**src/rtl/ftf23_pkg.sv**
```systemverilog
// Shared constants and types for the 23-wire FTF receive decoder.
// Holds the Fibonacci weight table and the partial-sum helper used by the decoder pipeline.
package ftf23_pkg;

  localparam int TSV_W      = 23;
  localparam int FBLEN23    = 17;
  localparam int CODE_LIMIT = 75025;

  // The weighted sum is split at this bit so each S2 adder stays short.
  localparam int LO_LAST    = 11;

  typedef logic [TSV_W-1:0]   codeword_t;
  typedef logic [FBLEN23-1:0] data_t;
  typedef data_t              fib_table_t [TSV_W];

  // Weight of codeword bit k is Fib(k+2).
  localparam fib_table_t FIB_W = '{
    17'd1,     17'd2,     17'd3,     17'd5,     17'd8,
    17'd13,    17'd21,    17'd34,    17'd55,    17'd89,
    17'd144,   17'd233,   17'd377,   17'd610,   17'd987,
    17'd1597,  17'd2584,  17'd4181,  17'd6765,  17'd10946,
    17'd17711, 17'd28657, 17'd46368
  };

  // Sum of the weights of the set bits of cw within [first, last].
  // The full-word sum is at most 121391, so 17 bits never overflow.
  function automatic data_t fib_sum(input codeword_t cw, input int first, input int last);
    data_t s;
    s = '0;
    for (int k = 0; k < TSV_W; k++) begin
      if (k >= first && k <= last && cw[k]) begin
        s = s + FIB_W[k];
      end
    end
    return s;
  endfunction

endpackage

```
**src/rtl/ftf_pattern_check_23.sv**
```systemverilog
// Combinational forbidden-pattern detector for a 23-bit FTF codeword.
// Odd positions may not fall 1->0 into the next bit; even positions may not rise 0->1.
module ftf_pattern_check_23
  import ftf23_pkg::*;
(
  input  codeword_t i_code,
  output logic      o_forbidden
);

  logic [TSV_W-2:0] w_viol;

  for (genvar gi = 0; gi < TSV_W-1; gi++) begin : g_pair
    if (gi % 2 == 1) begin : g_odd
      assign w_viol[gi] = i_code[gi] & ~i_code[gi+1];
    end else begin : g_even
      assign w_viol[gi] = ~i_code[gi] & i_code[gi+1];
    end
  end

  assign o_forbidden = |w_viol;

endmodule

```
**src/rtl/ftf_rx_decoder_23.sv**
```systemverilog
// Three-stage receive decoder for the 23-wire FTF TSV link.
// S1 captures the codeword, S2 holds two partial Fibonacci sums (and the pattern
// flag), S3 is the output register with the final sum and flags.
// Optional checking (pattern/range flags and error counter) is built only when
// FTF_RX_CHECK_EN is defined; otherwise the flag outputs and counter read 0.
module ftf_rx_decoder_23
  import ftf23_pkg::*;
#(
  parameter int CNT_W = 16
) (
  input  logic               clock,
  input  logic               rst_n,
  input  logic [TSV_W-1:0]   tsv_in,
  input  logic               in_valid,
  output logic               in_ready,
  output logic [FBLEN23-1:0] dataout,
  output logic               out_valid,
  input  logic               out_ready,
  output logic               err_pattern,
  output logic               err_range,
  output logic [CNT_W-1:0]   err_count,
  input  logic               err_clear
);

  logic      r_s1_valid;
  codeword_t r_s1_code;
  logic      r_s2_valid;
  data_t     r_s2_sum_lo;
  data_t     r_s2_sum_hi;
  logic      r_s3_valid;
  data_t     r_s3_data;

  logic      w_s1_load;
  logic      w_s2_load;
  logic      w_s3_load;
  data_t     w_s2_sum_lo;
  data_t     w_s2_sum_hi;
  data_t     w_s3_sum;

  // Ready chain: a stage accepts when it is empty or its successor is accepting,
  // so a full pipeline advances in lock-step with out_ready.
  assign w_s3_load = out_ready | ~r_s3_valid;
  assign w_s2_load = w_s3_load | ~r_s2_valid;
  assign w_s1_load = w_s2_load | ~r_s1_valid;
  assign in_ready  = w_s1_load;

  assign w_s2_sum_lo = fib_sum(r_s1_code, 0, LO_LAST);
  assign w_s2_sum_hi = fib_sum(r_s1_code, LO_LAST + 1, TSV_W - 1);
  assign w_s3_sum    = r_s2_sum_lo + r_s2_sum_hi;

  // S1: capture the raw codeword.
  always_ff @(posedge clock or negedge rst_n) begin
    if (!rst_n) begin
      r_s1_valid <= 1'b0;
      r_s1_code  <= '0;
    end else if (w_s1_load) begin
      r_s1_valid <= in_valid;
      if (in_valid) begin
        r_s1_code <= tsv_in;
      end
    end
  end

  // S2: register the two partial sums.
  always_ff @(posedge clock or negedge rst_n) begin
    if (!rst_n) begin
      r_s2_valid  <= 1'b0;
      r_s2_sum_lo <= '0;
      r_s2_sum_hi <= '0;
    end else if (w_s2_load) begin
      r_s2_valid <= r_s1_valid;
      if (r_s1_valid) begin
        r_s2_sum_lo <= w_s2_sum_lo;
        r_s2_sum_hi <= w_s2_sum_hi;
      end
    end
  end

  // S3: output register; only loads on a transfer or when empty, so data holds under backpressure.
  always_ff @(posedge clock or negedge rst_n) begin
    if (!rst_n) begin
      r_s3_valid <= 1'b0;
      r_s3_data  <= '0;
    end else if (w_s3_load) begin
      r_s3_valid <= r_s2_valid;
      if (r_s2_valid) begin
        r_s3_data <= w_s3_sum;
      end
    end
  end

  assign out_valid = r_s3_valid;
  assign dataout   = r_s3_data;

`ifdef FTF_RX_CHECK_EN
  logic             w_s1_forbidden;
  logic             w_s3_out_of_range;
  logic             w_err_xfer;
  logic             r_s2_pat;
  logic             r_s3_pat;
  logic             r_s3_rng;
  logic [CNT_W-1:0] r_err_cnt;

  ftf_pattern_check_23 u_pattern_check (
    .i_code      (r_s1_code),
    .o_forbidden (w_s1_forbidden)
  );

  assign w_s3_out_of_range = (w_s3_sum >= data_t'(CODE_LIMIT));
  assign w_err_xfer        = r_s3_valid & out_ready & (r_s3_pat | r_s3_rng);

  // S2 pattern flag travels alongside the partial sums.
  always_ff @(posedge clock or negedge rst_n) begin
    if (!rst_n) begin
      r_s2_pat <= 1'b0;
    end else if (w_s2_load && r_s1_valid) begin
      r_s2_pat <= w_s1_forbidden;
    end
  end

  // S3 flags load together with the output word.
  always_ff @(posedge clock or negedge rst_n) begin
    if (!rst_n) begin
      r_s3_pat <= 1'b0;
      r_s3_rng <= 1'b0;
    end else if (w_s3_load && r_s2_valid) begin
      r_s3_pat <= r_s2_pat;
      r_s3_rng <= w_s3_out_of_range;
    end
  end

  // Saturating count of erroneous words delivered; clear wins over an increment.
  always_ff @(posedge clock or negedge rst_n) begin
    if (!rst_n) begin
      r_err_cnt <= '0;
    end else if (err_clear) begin
      r_err_cnt <= '0;
    end else if (w_err_xfer && !(&r_err_cnt)) begin
      r_err_cnt <= r_err_cnt + CNT_W'(1);
    end
  end

  assign err_pattern = r_s3_pat;
  assign err_range   = r_s3_rng;
  assign err_count   = r_err_cnt;
`else
  logic w_unused_clear;

  assign w_unused_clear = err_clear;
  assign err_pattern    = 1'b0;
  assign err_range      = 1'b0;
  assign err_count      = '0;
`endif

endmodule

```
**config.mk**
```make
export PLATFORM = sky130hd
export DESIGN_NAME = ftf_rx_decoder_23
export DESIGN_NICKNAME = d
export VERILOG_FILES = /design/src/rtl/ftf23_pkg.sv /design/src/rtl/ftf_pattern_check_23.sv /design/src/rtl/ftf_rx_decoder_23.sv
export SDC_FILE = /design/constraint.sdc
export NUM_CORES = 1
export LEC_CHECK = 0
export BUFFER_PORTS_ARGS = -buffer_cell sky130_fd_sc_hd__buf_2
export CAP_MARGIN = 30
export CORE_ASPECT_RATIO = 0.5
export CORE_UTILIZATION = 46
export DETAILED_ROUTE_END_ITERATION = 12
export SETUP_SLACK_MARGIN = 0.2
export SLEW_MARGIN = 20
export SYNTH_ARGS = -nofsm -noshare
export SYNTH_HDL_FRONTEND = slang
export SYNTH_SLANG_ARGS = --single-unit
```
**constraint.sdc**
```tcl
create_clock -name clock -period 9.83 [get_ports clock]
set_input_delay 0 -clock clock [delete_from_list [all_inputs] [get_ports clock]]
set_output_delay 0 -clock clock [all_outputs]
set_load 0.05 [all_outputs]
```
After elaboration in Yosys (flattened, before gate mapping):

Index checks and enable logic that the tools add are counted.

* flip-flop bits (word level): 77
* bits of input ports: 28

* add/sub/neg operators: 22
* multiplexer cells: 23
* bitwise operators: 6
* reduce and logical (&&, ||, !) cells: 3

Operators by type and width (number)
* two-way mux 17 bit: 21
* adder 17 x 13 -> 17 bit, second input constant: 2
* adder 17 x 15 -> 17 bit, second input constant: 2
* adder 17 x 4 -> 17 bit, second input constant: 2
* adder 17 x 6 -> 17 bit, second input constant: 2
* adder 17 x 8 -> 17 bit, second input constant: 2
* adder 17 x 10 -> 17 bit, second input constant: 1
* adder 17 x 11 -> 17 bit, second input constant: 1
* adder 17 x 12 -> 17 bit, second input constant: 1
* adder 17 x 14 -> 17 bit, second input constant: 1
* adder 17 x 16 -> 17 bit, second input constant: 1
* adder 17 bit: 1
* adder 17 x 2 -> 17 bit, second input constant: 1
* adder 17 x 3 -> 17 bit, second input constant: 1
* adder 17 x 5 -> 17 bit, second input constant: 1
* adder 17 x 7 -> 17 bit, second input constant: 1
* adder 9 x 10 -> 11 bit, second input constant: 1
* two-way mux 9 bit: 1
* AND reduction 2 bit: 3
* adder 1 x 2 -> 3 bit, second input constant: 1
* inverter 1 bit: 3
* bitwise OR 1 bit: 3
* two-way mux 1 bit: 1

Depth between registers and ports, before layout:

* depth in word-level cells: 23
* depth in mapped cells: 36
* gate-level depth less buffers: 34

Worst setup path before layout:

OpenSTA, ideal clock, no wires.

* path type: reg2reg
* start: register r_s1_code[12]
* end: register r_s2_sum_hi[15]
* setup time: 0.124 ns
* arrival time: 6.327 ns
* required time: 9.706 ns
* slack: 3.379 ns
* stages on the path, launching flop included: 36
* path buffers: 1
* period minus slack after synthesis: 6.451 ns
* cell sequence: dfrtp_1 inv_1 ha_1 buf_2 or2b_2 nand2_1 ha_1 nand2b_1 o31ai_1 inv_1 ha_1 nand2_1 nand2_1 ha_1 nor2_1 a31o_2 inv_1 ha_1 and2_1 xnor3_1 xor2_1 a31o_2 a21oi_1 a21oi_1 o21ai_0 a221o_1 xor2_1 inv_1 ha_1 inv_1 o21bai_1 and2b_1 o211ai_2 nand4_1 o2111a_1 a211o_1

* cells in the longest elaborated chain, start to end: 21

Ends and longest elaborated chain
* from (decl): RTL line ftf_rx_decoder_23.sv:26 `codeword_t r_s1_code;`
* from (signal assigned): RTL line ftf_rx_decoder_23.sv:59 `r_s1_code <= tsv_in;`
* two-way mux 9 bit (*): RTL line ftf23_pkg.sv:31 `if (k >= first && k <= last && cw[k]) begin`
* adder 9 x 10 -> 11 bit: RTL line ftf23_pkg.sv:32 `s = s + FIB_W[k];`
* two-way mux 17 bit (*): RTL line ftf23_pkg.sv:31
* adder 17 x 10 -> 17 bit: RTL line ftf23_pkg.sv:32
* two-way mux 17 bit (*): RTL line ftf23_pkg.sv:31
* adder 17 x 11 -> 17 bit: RTL line ftf23_pkg.sv:32
* two-way mux 17 bit (*): RTL line ftf23_pkg.sv:31
* adder 17 x 12 -> 17 bit: RTL line ftf23_pkg.sv:32
* [... 5 more ...]
* adder 17 x 14 -> 17 bit: RTL line ftf23_pkg.sv:32
* two-way mux 17 bit (*): RTL line ftf23_pkg.sv:31
* adder 17 x 15 -> 17 bit: RTL line ftf23_pkg.sv:32
* two-way mux 17 bit (*): RTL line ftf23_pkg.sv:31
* adder 17 x 15 -> 17 bit: RTL line ftf23_pkg.sv:32
* two-way mux 17 bit (*): RTL line ftf23_pkg.sv:31
* adder 17 x 16 -> 17 bit: RTL line ftf23_pkg.sv:32
* two-way mux 17 bit (*): RTL line ftf23_pkg.sv:31
* to (signal assigned): RTL line ftf_rx_decoder_23.sv:74 `r_s2_sum_hi <= w_s2_sum_hi;`
* to (decl): RTL line ftf_rx_decoder_23.sv:29 `data_t r_s2_sum_hi;`

Mark *: on every way between the ends. The rest lies on a longest branch, timed or not.
A chain may end at the register's enable or synchronous reset.

Worst setup path after layout:

Ends and elaborated chain as after synthesis.

==> impl_metrics.json <==
{
  "finalCriticalPeriod_ps": 7586,
  "chipHeight_um": 97.62,
  "core-area_um2": 17610,
  "synth_top_area_cell": "dfrtp_1",
  "synth-seq-area-share_pct": 21.42,
  "dr.pass1.iters": 7,
  "min_period_over_period_pct": 77.17,
  "floorplan.initialDensity_pct": 47.76,
  "path_class": "flop to flop",
  "grt_pass1_wl_um": 32610,
  "cp_slowest_cell": "dfrtp_1",
  "synth_flop_cell": "dfrtp_1",
  "antenna_found_initial": 0,
  "root_buffer": "clkbuf_16",
  "startpoint": "r_s1_code[12]$_DFFE_PN0P_",
  "maxCapViolations": 0,
  "track_usage_pct": 20.84,
  "fill_cells": 1681,
  "hold_viol": 0,
  "vias": 7045,
  "drc": 0,
  "die_area_um2": 18860,
  "setup_violations": 0,
  "synth_cells": 989,
  "insertedDiodeCount": 0,
  "synth-seq-cells": 72,
  "avgSynthCellArea_um2": 8.505,
  "clock-sinks": 72,
  "synth_top_family_by_area": "compound AO/OA/AOI/OAI gates",
  "cts_max_path_buffers": 2,
  "synthXorXnorAreaFrac_pct": 17.14,
  "drtIter0Drc": 246,
  "critPathRequiredTime_ps": 10060,
  "synth_cell_types": 112,
  "crit_path_frequent_cell": "ha_1",
  "nNetsFinal": 1099,
  "clk_latency_ps": 350,
  "rsz0062_at_grt": "no",
  "yosysWarningCount": 0,
  "num_rows": 34,
  "synthTopCellsByArea": "dfrtp_1 21%, xnor2_1 7.7%, ha_1 5.5%",
  "post-cts-setup-buffer-count": 0,
  "setup_total_negative_slack_ps": 0,
  "cts_buffers": 9,
  "fin_util_pct": 52.62,
  "post_cts_resize_count": 0,
  "wl_per_cell_um": 14.98,
  "ios": 65,
  "netlist.area_leader.share_pct": 21.42,
  "totalWireLength_um": 19050,
  "cp-end-kind": "flop",
  "synth_compound_area_share_pct": 24.11,
  "dp_hpwl_um": 14480,
  "grt_max_degree": 73,
  "ant_nets": 0,
  "syn2layout_area_growth_pct": 10.17,
  "grt_pass1_vias": 6609,
  "fp.dieW_um": 193.2,
  "muxShareOfSynthArea_pct": 5.429,
  "synth_most_common_cell": "nand2_1",
  "synth-edff-count": 0,
  "yosys-top-cells-count": "103 x nand2_1, 74 x xnor2_1, 72 x dfrtp_1, 59 x o21ai_0, 51 x nor2_1",
  "post_drt_via_cell_ratio": 5.539,
  "reg2reg_from": "r_s1_code[12]$_DFFE_PN0P_",
  "path_max_fanout": 9,
  "drive_gt1_share_pct": 15.99,
  "synth_adder_area_share_pct": 5.860,
  "grt.overflow.total": 0,
  "fmax_ghz": 0.1318,
  "place.gp.congestion": 0.8464,
  "yosys.area_share.simple_pct": 19.77,
  "portBuffers": 45,
  "final-max-slew-violation-count": 0,
  "tightestPinTransition_ps": 770.1,
  "start_kind": "flop",
  "outcome": "completed",
  "postCtsHoldBufs": 26,
  "clkTransAtPathRegs_ps": 70,
  "cp_data_arrival_time_ps": 7810,
  "hp-class": "input pin to async pin",
  "cts_tree": "built",
  "max_stage_delay_ps": 570,
  "skew_ps": 10.22,
  "max_slew_margin_pct": 48.66,
  "synthesis.area_um2": 8412,
  "async_reset_ff_share_pct": 100.0,
  "h-tree-depth": 3
}
==> per-layer routing <==
metal  up-vias  global-route usage (%)  wire length (µm)
li1       3625                       -                 -
met1      3292                   29.00              9826
met2       111                   34.39              8568
met3        17                   2.464               436
met4         0                   5.108               218
met5         -                       0                 0
==> metrics by stage <==
step / setup slack (ps) / instance area [µm²] / cells / hold slack, ps
final: 2244 / 9268 / 1272 / 206.3
after global routing: 1617 / 9268 / 1272 / 255.8
after CTS: 2257 / 9228 / 1269 / 404.7
after detailed placement: 2319 / 8660 / 1227 / 222.4
after global placement: 2506 / 8660 / 1227 / 207.8
after floorplan: 3379 / 8476 / 1006 / -295.6
==> layout make-up <==
cell class,count,area (µm²),share of cell area (%)
Clock inverter,7,82.58,0.8910
Inverter,44,165.2,1.782
Tap cell,234,292.8,3.159
Multi-Input combinational cell,829,6150,66.36
Timing Repair Buffer,77,550.5,5.940
Clock buffer,9,225.2,2.430
Sequential cell,72,1802,19.44
==> final timing paths <==
kind	end	slack, ps	cells past startpoint
setup / recovery	r_s2_sum_hi[15]$_DFFE_PN0P_	2240	34
hold / removal	r_s1_code[16]$_DFFE_PN0P_	210	2
setup reg to reg	r_s2_sum_hi[15]$_DFFE_PN0P_	2240	34
hold reg to reg	dataout[3]$_DFFE_PN0P_	480	2
max in group asynchronous	r_s1_code[2]$_DFFE_PN0P_	9010	3
min in group clock	r_s1_code[9]$_DFFE_PN0P_	420	3
==> cells by family after synthesis <==
logic type / count (synthesis)
multiplexers: 42
AND/OR/NAND/NOR: 321
buffers and inverters: 105
other: 1
XOR/XNOR: 138
adder cells (fa/ha/maj): 39
AO/OA/AOI/OAI: 271
flip-flops: 72
==> state kept, by name, summed over array words and instances (netlist names) <==
register	cells
r_s1_code	23
dataout	17
r_s2_sum_hi	17
r_s2_sum_lo	12
out_valid	1
r_s1_valid	1
r_s2_valid	1
==> cells in the final DEF, fill, tap and decap left out, types with 6 or more instances in the layout <==
cell,synthesis,routed
ha_1,37,37
o21a_1,7,7
nor4_1,7,7
o211ai_1,12,12
nor2_1,51,51
nand4_1,8,8
nor3_1,16,16
nand3_1,31,31
conb_1,1,18
a21o_1,15,15
xnor3_1,6,6
xnor2_2,6,6
buf_2,8,44
a31o_2,7,7
mux2i_1,13,13
nand2_1,103,103
nor2b_1,13,13
mux2_2,29,29
a21oi_1,39,39
xnor2_1,74,74
inv_1,41,41
a22oi_1,6,6
a31oi_1,11,11
dlygate4sd3_1,0,26
o21bai_1,10,10
and2_1,19,19
nand2b_1,18,18
and3_1,10,10
o21ai_0,59,59
o31ai_1,8,8
a211oi_1,9,9
dfrtp_1,72,72
a32oi_1,6,6
clkbuf_16,0,9
xor2_1,43,43
==> critical path, delay by kind of cell (launching register included) <==
kind,cells,cell delay (ps)
simple gates,9,1370
compound gates,11,2210
xor+xnor,3,1050
buf+inv,5,460
flops,1,570
fa+ha+maj,6,1780
Power is not shown: default switching activity piles up to over one toggle a cycle in this logic, so the estimate is an artifact.
